==> src/rtl/shift_register_sipo_ctrl_if.sv <==
// Signal bundle between the SIPO word-framing controller and the logic that feeds
// it bits and consumes its words.
interface shift_register_sipo_ctrl_if #(
  parameter int WIDTH = 8
);
  localparam int CW = $clog2(WIDTH + 1);

  logic          start_i;
  logic          bit_valid_i;
  logic          advance_o;
  logic          sipo_clr_o;
  logic          word_valid_o;
  logic          word_ready_i;
  logic          busy_o;
  logic [CW-1:0] count_o;
  logic          abort_o;
  logic          overrun_o;
  logic          clr_overrun_i;

  modport master (
    output start_i, bit_valid_i, word_ready_i, clr_overrun_i,
    input  advance_o, sipo_clr_o, word_valid_o, busy_o, count_o, abort_o, overrun_o
  );

  modport slave (
    input  start_i, bit_valid_i, word_ready_i, clr_overrun_i,
    output advance_o, sipo_clr_o, word_valid_o, busy_o, count_o, abort_o, overrun_o
  );
endinterface

==> src/rtl/shift_register_sipo_ctrl.sv <==
// Word-framing controller for a SIPO shift register: gates its advance/clear pins,
// counts bits into WIDTH-bit words and holds each finished word for a valid/ready consumer.
module shift_register_sipo_ctrl #(
  parameter int WIDTH   = 8,
  parameter int TIMEOUT = 255
) (
  input  logic                      clk_i,
  input  logic                      rst_ni,
  shift_register_sipo_ctrl_if.slave bus
);
  localparam int CW = $clog2(WIDTH + 1);
  localparam int TW = (TIMEOUT > 0) ? $clog2(TIMEOUT + 1) : 1;
  localparam logic [CW-1:0] CNT_LAST = CW'(WIDTH - 1);
  localparam logic [TW-1:0] TMR_LAST = TW'((TIMEOUT > 0) ? TIMEOUT - 1 : 0);

  typedef enum logic [1:0] {
    ST_IDLE,
    ST_SHIFT,
    ST_FULL
  } state_t;

  state_t        r_state;
  logic [CW-1:0] r_count;
  logic [TW-1:0] r_timer;
  logic          r_abort;
  logic          r_overrun;

  logic w_in_shift;
  logic w_advance;
  logic w_has_bits;
  logic w_timeout;
  logic w_clr;

  assign w_in_shift = (r_state == ST_SHIFT);
  // start_i takes priority over a coincident bit, which is simply dropped
  assign w_advance  = w_in_shift & bus.bit_valid_i & ~bus.start_i;
  assign w_has_bits = (r_count != '0);
  // fires on the TIMEOUT-th consecutive idle cycle inside a word
  assign w_timeout  = (TIMEOUT != 0) && w_in_shift && !bus.start_i && !bus.bit_valid_i
                      && (r_timer == TMR_LAST);

  always_comb begin
    w_clr = 1'b0;
    case (r_state)
      ST_IDLE:  w_clr = bus.start_i;
      ST_SHIFT: w_clr = bus.start_i | (w_timeout & w_has_bits);
      ST_FULL:  w_clr = bus.word_ready_i & bus.start_i;
      default:  w_clr = 1'b0;
    endcase
  end

  // the SIPO is held clear on every edge while reset is asserted
  assign bus.sipo_clr_o   = ~rst_ni | w_clr;
  assign bus.advance_o    = w_advance;
  assign bus.word_valid_o = (r_state == ST_FULL);
  assign bus.busy_o       = (r_state != ST_IDLE);
  assign bus.count_o      = r_count;
  assign bus.abort_o      = r_abort;
  assign bus.overrun_o    = r_overrun;

  always_ff @(posedge clk_i or negedge rst_ni) begin
    if (!rst_ni) begin
      r_state   <= ST_IDLE;
      r_count   <= '0;
      r_timer   <= '0;
      r_abort   <= 1'b0;
      r_overrun <= 1'b0;
    end else begin
      r_abort   <= 1'b0;
      r_overrun <= ((r_state == ST_FULL) & bus.bit_valid_i) | (r_overrun & ~bus.clr_overrun_i);
      case (r_state)
        ST_IDLE: begin
          if (bus.start_i) begin
            r_state <= ST_SHIFT;
            r_count <= '0;
            r_timer <= '0;
          end
        end
        ST_SHIFT: begin
          if (bus.start_i) begin
            r_count <= '0;
            r_timer <= '0;
            r_abort <= w_has_bits;
          end else if (bus.bit_valid_i) begin
            r_count <= r_count + CW'(1);
            r_timer <= '0;
            if (r_count == CNT_LAST) begin
              r_state <= ST_FULL;
            end
          end else if (w_timeout) begin
            r_state <= ST_IDLE;
            r_count <= '0;
            r_timer <= '0;
            r_abort <= w_has_bits;
          end else if (r_timer != TMR_LAST) begin
            r_timer <= r_timer + TW'(1);
          end
        end
        ST_FULL: begin
          if (bus.word_ready_i) begin
            r_count <= '0;
            r_timer <= '0;
            r_state <= bus.start_i ? ST_SHIFT : ST_IDLE;
          end
        end
        default: begin
          r_state <= ST_IDLE;
          r_count <= '0;
          r_timer <= '0;
        end
      endcase
    end
  end
endmodule

==> src/flat_wrapper.sv <==
// flat-port wrapper written by rule: the top's interface ports become plain ports
module shift_register_sipo_ctrl_flat 
#(
  parameter int WIDTH   = 8,
  parameter int TIMEOUT = 255
)
  (clk_i, rst_ni, bus_start_i, bus_bit_valid_i, bus_word_ready_i, bus_clr_overrun_i, bus_advance_o, bus_sipo_clr_o, bus_word_valid_o, bus_busy_o, bus_count_o, bus_abort_o, bus_overrun_o);
  shift_register_sipo_ctrl_if #(.WIDTH(WIDTH)) bus_i ();
  input  logic clk_i;
  input  logic rst_ni;
  input wire logic [$bits(bus_i.start_i)-1:0] bus_start_i;
  input wire logic [$bits(bus_i.bit_valid_i)-1:0] bus_bit_valid_i;
  input wire logic [$bits(bus_i.word_ready_i)-1:0] bus_word_ready_i;
  input wire logic [$bits(bus_i.clr_overrun_i)-1:0] bus_clr_overrun_i;
  output wire logic [$bits(bus_i.advance_o)-1:0] bus_advance_o;
  output wire logic [$bits(bus_i.sipo_clr_o)-1:0] bus_sipo_clr_o;
  output wire logic [$bits(bus_i.word_valid_o)-1:0] bus_word_valid_o;
  output wire logic [$bits(bus_i.busy_o)-1:0] bus_busy_o;
  output wire logic [$bits(bus_i.count_o)-1:0] bus_count_o;
  output wire logic [$bits(bus_i.abort_o)-1:0] bus_abort_o;
  output wire logic [$bits(bus_i.overrun_o)-1:0] bus_overrun_o;
  assign bus_i.start_i = bus_start_i;
  assign bus_i.bit_valid_i = bus_bit_valid_i;
  assign bus_i.word_ready_i = bus_word_ready_i;
  assign bus_i.clr_overrun_i = bus_clr_overrun_i;
  assign bus_advance_o = bus_i.advance_o;
  assign bus_sipo_clr_o = bus_i.sipo_clr_o;
  assign bus_word_valid_o = bus_i.word_valid_o;
  assign bus_busy_o = bus_i.busy_o;
  assign bus_count_o = bus_i.count_o;
  assign bus_abort_o = bus_i.abort_o;
  assign bus_overrun_o = bus_i.overrun_o;
  shift_register_sipo_ctrl #(.WIDTH(WIDTH), .TIMEOUT(TIMEOUT)) u_core (.clk_i(clk_i), .rst_ni(rst_ni), .bus(bus_i));
endmodule
==> config.mk <==
export PLATFORM = sky130hd
export DESIGN_NAME = shift_register_sipo_ctrl_flat
export DESIGN_NICKNAME = d
export VERILOG_FILES = /design/src/rtl/shift_register_sipo_ctrl_if.sv /design/src/rtl/shift_register_sipo_ctrl.sv /design/src/flat_wrapper.sv
export SDC_FILE = /design/constraint.sdc
export NUM_CORES = 1
export LEC_CHECK = 0
export ABC_AREA = 1
export BUFFER_PORTS_ARGS = -buffer_cell sky130_fd_sc_hd__clkbuf_2
export CAP_MARGIN = 0
export CORE_AREA = 8 8 88 51
export CTS_CLUSTER_DIAMETER = 150
export DETAILED_ROUTE_END_ITERATION = 7
export DIE_AREA = 0 0 96 59
export PLACE_DENSITY = 0.59
export SYNTH_ARGS = -nofsm -noshare
export SYNTH_HDL_FRONTEND = slang
export SYNTH_SLANG_ARGS = --single-unit
==> constraint.sdc <==
create_clock -name clk_i -period 2.26 [get_ports clk_i]
set_input_delay 0.113 -clock clk_i [delete_from_list [all_inputs] [get_ports clk_i]]
set_output_delay 0.113 -clock clk_i [all_outputs]
set_load 0.005 [all_outputs]
==> results of run 1 <==
-- sequential cells by signal, indices dropped and copies added (netlist names) --
| signal | cells |
|---|---|
| u_core.bus.abort_o | 1 |
| u_core.bus.overrun_o | 1 |
| u_core.r_timer | 8 |
| u_core.r_state | 2 |
| u_core.bus.count_o | 4 |
-- layer usage --
layer / share of wire (%) / up-vias / GRT usage (%)
met5: 0 / - / 0
met4: 0 / 0 / 3.25
met3: 7.6 / 0 / 3.67
met2: 44 / 23 / 12.5
met1: 49 / 400 / 11.3
li1: - / 437 / -
-- logic make-up after synthesis --
family	after synthesis	synth area share, %
compound gates	16	10.6
xor+xnor	2	1.78
fa+ha+maj	4	5.09
buf+inv	20	7.63
flops	16	40.7
simple gates	65	34.2
-- cell type report --
class	count	area [sq um]
Timing Repair Buffer	17	92.6
Multi-Input combinational cell	87	508
Tap cell	42	52.6
Fill cell	321	2060
Sequential cell	16	400
Clock buffer	4	55.1
Inverter	20	75.1
-- power groups by stage --
stage | Sequential, mW | Combinational, mW | Clock, mW
6_report | 0.376 | 0.355 | 0.255
5_1_grt | 0.381 | 0.397 | 0.279
4_1_cts | 0.373 | 0.358 | 0.265
3_5_place_dp | 0.376 | 0.356 | 0
3_3_place_gp | 0.374 | 0.342 | 0
2_1_floorplan | 0.368 | 0.241 | 0
-- worst paths after layout --
check | from | end | slack (ps)
max in group asynchronous | rst_ni | u_core.r_timer[5] | 1720
max | u_core.r_state[0] | bus_sipo_clr_o | 410
min | bus_clr_overrun_i | u_core.bus.overrun_o | 40
min in group asynchronous | rst_ni | u_core.bus.count_o[1] | 340
min reg2reg | u_core.r_timer[7] | u_core.r_timer[7] | 540
max reg2reg | u_core.r_state[0] | u_core.bus.abort_o | 860
-- synthesized netlist by cell type (all sizes together) --
library cell  instances  share of area [%]
a21o                  1               0.89
a21oi                 3                1.5
a31oi                 2                1.3
dfrtp                16                 41
ha                    4                5.1
inv                  20                7.6
nand2                34                 16
nand3                 9                5.9
nand4                 5                5.3
nor2                 17                7.5
o2111ai               1               0.89
o21ai                 8                4.8
o21bai                1                1.1
xor2                  2                1.8
-- per-stage QoR --
stage | total power, mW | util [%]
after global placement | 0.716 | 34.5
after detailed placement | 0.732 | 34.5
after CTS | 0.996 | 36.5
final | 0.986 | 36.5
after floorplan | 0.609 | -
after global routing | 1.06 | 36.5
==> results.md, run 1 <==
* Crit-path slowest cell: dfrtp_1
* Clk network pwr share at 25.8%
* Most frequent cells in the layout: nand2_1 (28), inv_1 (16), dfrtp_1 (16), nor2_1 (15), clkbuf_2 (15)
* Final WL at 2330 um
* Placed cell count at 181
* Final critical-path required period at 1850 ps
* Post-synth cell types at 24
* Outcome: completed
* CP startpoint kind: flip-flop
* TritonCTS buffer count at 3
* Ports at 16
* Post-CTS setup buffer count at 0
* Post-route design area at 1180 sq um
* Yosys warnings at 0
* Non-Filler Instances at 186
* CP endpoint kind: primary output
* Combinational share of power at 36.0%
* Final setup margin at 413 ps
* Synthesized net count at 133
* RSZ-0062 raised after global routing: no
* DRC at 0
* Core area at 3250 sq um
* Final hold vios at 0
* Crit Path Class: reg -> out
* CP peak stage delay at 440 ps
* GPL Wtd Cong at 0.804
* DRT Pass-1 Iters at 4
* Setup-failing EPs final at 0
* #FFs+latches synth at 16
* DP Area at 1120 sq um
* Pwr/cell area at 833 nW/um^2
* GRT Total Usage at 8.76%
* Crit-path max FO at 9
* Flop pwr share at 38.2%
* WP buf/inv at 3
* Fraction of layout cells with a size suffix above 1 at 27.1%
* Most common cell after layout, fill and taps aside: nand2_1
* Clk_skew at 4.27 ps
* Syn-to-layout area delta at 20.4%
* Leakage power total at 0.609 nW
* Cell count of the worst hold path at 2
* Chip width at 96 um
* Clk_lat worst skew at 250 ps
* CTS H-tree depth at 1
* TNS Setup at 0 ps
* Post-synthesis cell count at 123
* Vias in the first global route at 816
* Final ANT Viol Nets at 0
* Wire length per cell at 12.5 um
* Vias per std cell at 4.62
* Slew @ Worst Pin at 272 ps
* Largest net degree at the start of global routing at 18
* Max clock buf depth at 2
* Die Y at 59 um
* Max-slew headroom at 81.8%
* Hold buffers post-CTS at 1
* Reg clk slew, reported paths at 60 ps
* Switching pwr at 387 uW
* Initial Util at 30.3%
* # diodes at 0
* Switching part of the total power at 39.2%
* Max-slew violations at 0
* Nets at 155
* Post-CTS sizing at 0
* CTS tree: yes
* Internal at 599 uW
* Std-Cell Rows at 15
* Peak VDD IR at 0.000290 V
* Worst r2r path cells at 6
* Initial antenna violation count at 0
* Fin crit share at 81.7%
* # Max-Cap Violations at 0
* Cell depth of the worst setup path at 7
* Sequential area share after synthesis at 40.7%
* HPWL after detailed placement at 1840 um
* CP cell instances: inv_2 -> nor2_4 -> inv_1 -> a31oi_1 -> nand2_1 -> o2111ai_1 -> clkbuf_2
* Hold WS at 36.2 ps
* CTS sink cnt at 16
* Worst EP required at 2150 ps
* Place WS at 722 ps
* Detailed Route Iter0 Violations at 89
* Total die area at 5660 sq um
* FMAX at 541 MHz
* First-pass GRT wire length at 3860 um
* Critical path arrival at 1730 ps
* Hold/Removal Path Class: in -> reg
* Total grt overflow at 0
* Vias at 860
* Synthesized area at 983 sq um
* IO buf count at 15
* Clock tree root buffer cell: clkbuf_8
* Largest delay contributor family on the critical path: flip-flops
* Mean Syn Cell Area at 8.00 sq um
(Power assumes the default switching activity.)
==> run 2: changes to the inputs <==
- ABC_AREA: 1 -> 0
- CORE_AREA: 8 8 88 51 -> 8 8 85 49
- DIE_AREA: 0 0 96 59 -> 0 0 93 57
- PLACE_DENSITY: 0.59 -> 0.61
- clock period: 2.26 -> 1.6 ns (I/O delays scaled with it)
==> results.md, run 2 <==
* Outcome: completed
* Clk_skew at 6.89 ps (+2.62 ps)
* Vias per std cell at 4.79 (+3.7%)
* Peak VDD IR at 0.000262 V (-9.5%)
* Initial antenna violation count at 0 (unchanged)
* Post-route design area at 1220 sq um (+3.1%)
* Synth Area in Compound Gates at 19.4% (+8.8 points)
* Most frequent cells in the layout: dfrtp_1 (15), clkbuf_2 (14), buf_4 (11), inv_1 (8), nor2_1 (6)
* DRC at 0 (unchanged)
* Mean Syn Cell Area at 9.96 sq um (+25%)
* Pwr/cell area at 878 nW/um^2 (+5.5%)
* Place WS at 26.7 ps (-695 ps)
* Vias in the first global route at 801 (-1.8%)
* Crit-path max FO at 2 (-7)
* Switching part of the total power at 30.2% (-9.1 points)
* Post-synth cell types at 38 (+58%)
* CTS tree: yes
* Total die area at 5300 sq um (-6.4%)
* Max-slew violations at 0 (unchanged)
* Clk network pwr share at 27.5% (+1.7 points)
* Post-Synth Adder-Cell Area at 5.46% (+0.38 points)
* # Max-Cap Violations at 0 (unchanged)
* Synth Area in Simple Gates at 20.1% (-14 points)
* Setup-failing EPs final at 0 (unchanged)
* Wire length per cell at 12.8 um (+2.4%)
* Post-Synth XOR/XNOR Area at 4.78% (+3.0 points)
* Fin crit share at 97.8%
* IO buf count at 15 (unchanged)
* Die Y at 57 um (-3.4%)
* First-pass GRT wire length at 3640 um (-5.7%)
* CP peak stage delay at 370 ps (-70 ps)
* Yosys warnings at 0 (unchanged)
* Max-slew headroom at 82.3% (+0.53 points)
* Max reg flops at 8 (unchanged)
* Syn-to-layout area delta at 33.2%
* Post-synthesis mux area share at 1.64% (+1.6 points)
* Worst EP required at 1520 ps (-630 ps)
* Clock tree root buffer cell: clkbuf_8
* Combinational share of power at 27.5% (-8.5 points)
* Post-synthesis cell count at 92 (-25%)
* Most frequent cell after synthesis: dfrtp_1
* Sequential area share after synthesis at 43.7% (+3.0 points)
* Total grt overflow at 0 (unchanged)
* Reg clk slew, reported paths at 60 ps (about the same)
* Internal at 748 uW (+25%)
* Post-synth top area share at 43.7% (+3.0 points)
* Core area at 3120 sq um (-4.0%)
* Ports at 16 (unchanged)
* Async set-reset flop share out of synthesis at 100% (unchanged)
* Initial Util at 29.4% (-0.89 points)
* CP cell instances: inv_1 -> ha_2 -> nand3_2 -> buf_6 -> nor2_4 -> a31oi_2 -> o21ai_1 -> buf_2
* Synthesized net count at 102 (-23%)
* Most common cell after layout, fill and taps aside: dfrtp_1
* GRT Total Usage at 8.52% (-0.24 points)
* TritonCTS buffer count at 3 (unchanged)
* Largest delay contributor family on the critical path: flip-flops
* DP Area at 1100 sq um (-2.0%)
* Final setup margin at 34.5 ps (-379 ps)
* Placed cell count at 156 (-14%)
* WP buf/inv at 3 (unchanged)
* Ys flop type: dfrtp_1
* Final critical-path required period at 1570 ps
* Synth top area cells: dfrtp_1 (44%), ha_1 (5.5%), xor2_1 (3.8%), inv_1 (3.3%), nor2_1 (3.3%)
* CTS sink cnt at 16 (unchanged)
* Final hold vios at 0 (unchanged)
* Area leader, netlist: dfrtp_1
* Switching pwr at 323 uW (-16%)
* Crit-path slowest cell: dfrtp_1
* CP endpoint kind: primary output
* Chip width at 93 um (-3.1%)
* Slew @ Worst Pin at 262 ps (-10.4 ps)
* Critical path arrival at 1490 ps (-240 ps)
* Fraction of layout cells with a size suffix above 1 at 37.7% (+11 points)
* Flop pwr share at 45.1% (+6.9 points)
* Reg with most FFs: u_core.r_timer
* HPWL after detailed placement at 1660 um (-10%)
* Post-synth EDFFs at 0 (unchanged)
* Largest family of logic cells by synthesized area: simple AND/OR/NAND/NOR gates
* FMAX at 639 MHz
* GPL Wtd Cong at 0.806 (+0.21%)
* Final design utilization at 39.2% (+2.7 points)
* Clk_lat worst skew at 250 ps (about the same)
* Detailed Route Iter0 Violations at 24 (-73%)
* Hold WS at 134 ps (+97.7 ps)
* Crit Path Class: reg -> out
* RSZ-0062 raised after global routing: yes
* # diodes at 0 (unchanged)
* Vias at 786 (-8.6%)
* DRT Pass-1 Iters at 4 (unchanged)
* Post-synth top cells: dfrtp_1 (16), inv_1 (8), nor2_1 (8)
* Final WL at 2100 um (-9.7%)
* #FFs+latches synth at 16 (unchanged)
* Largest net degree at the start of global routing at 17 (-1)
* CP startpoint kind: flip-flop
* Non-Filler Instances at 164 (-12%)
* CTS H-tree depth at 1 (unchanged)
* Final ANT Viol Nets at 0 (unchanged)
* Leakage power total at 0.564 nW (-7.4%)
* Hold/Removal Path Class: in -> reg
* Synthesized area at 916 sq um (-6.9%)
* Nets at 134 (-14%)
* Std-Cell Rows at 15 (unchanged)
* Max clock buf depth at 2 (unchanged)
==> run 2: changes by cell type in the layout (fill, tap and decap cells not counted), moves of 3 or more <==
cell     previous run  this run
nand3_1             8         3
buf_4               1        11
nor2_1             15         6
o21ai_1             2         5
nand2_2             4         0
a21oi_1             3         0
inv_2               4         0
nand2_1            28         5
inv_1              16         8
==> run 2: area by class of cell <==
cell class,instances,area (sq um)
repair buffers,29,189
flip-flops and latches,16,402
multi-input cells,66,505
clock buffers,3,41.3
fillers,321,1900
inverters,8,30.0
well taps,42,52.6
==> run 2: what timing repair did <==
item                                    in CTS  in global routing
endpoints found under the setup margin       1                 11
pin swaps                                    2                  1
hold buffers                                 2                  0
gates cloned                                 0                  0
endpoints found under the hold margin       17                  0
resized for setup                            5                  7
buffers inserted                             1                  2
==> run 2: per-layer routing <==
layer,vias to the layer above,wire [um],GRT usage [%]
met5,-,0,0
met4,0,23,3.41
met3,2,132,3.01
met2,15,919,13.1
met1,380,1030,10.6
li1,389,-,-
==> run 2: worst paths after layout <==
kind | slack, ps | cells past startpoint | startpoint | end
min in group asynchronous | 330 | 3 | rst_ni | u_core.r_state[0]
max in group asynchronous | 1080 | 3 | rst_ni | u_core.r_state[1]
max reg2reg | 120 | 5 | u_core.r_state[1] | u_core.r_timer[4]
max | 30 | 8 | u_core.r_timer[0] | bus_sipo_clr_o
min | 130 | 3 | bus_bit_valid_i | u_core.bus.overrun_o
min reg2reg | 520 | 2 | u_core.bus.overrun_o | u_core.bus.overrun_o
==> run 2: kinds of logic after synthesis <==
group	after synthesis
xor gates and xnor gates	5
adders and majority gates	4
AOI/OAI and AO/OA	25
and+or+nand+nor	31
buffers and inverters	10
muxes	1
DFF	16
==> run 2: power groups by stage <==
stage	Sequential, mW	Clock [mW]	Combinational, mW
2_1_floorplan	0.489	0	0.154
3_3_place_gp	0.484	0	0.265
3_5_place_dp	0.488	0	0.271
4_1_cts	0.481	0.308	0.281
5_1_grt	0.490	0.316	0.335
6_report	0.483	0.294	0.294
==> run 2: stage by stage <==
step	TNS, ps	power, mW
after floorplan	0	0.643
after CTS	0	1.07
after global placement	0	0.749
after detailed placement	0	0.759
after global routing	-90.8	1.14
final	0	1.07
==> run 2: tightest hold or removal path, cell delays in order <==
cell	delay (ps)
clkbuf_2	140
nand2_1	70
o21ai_1	50
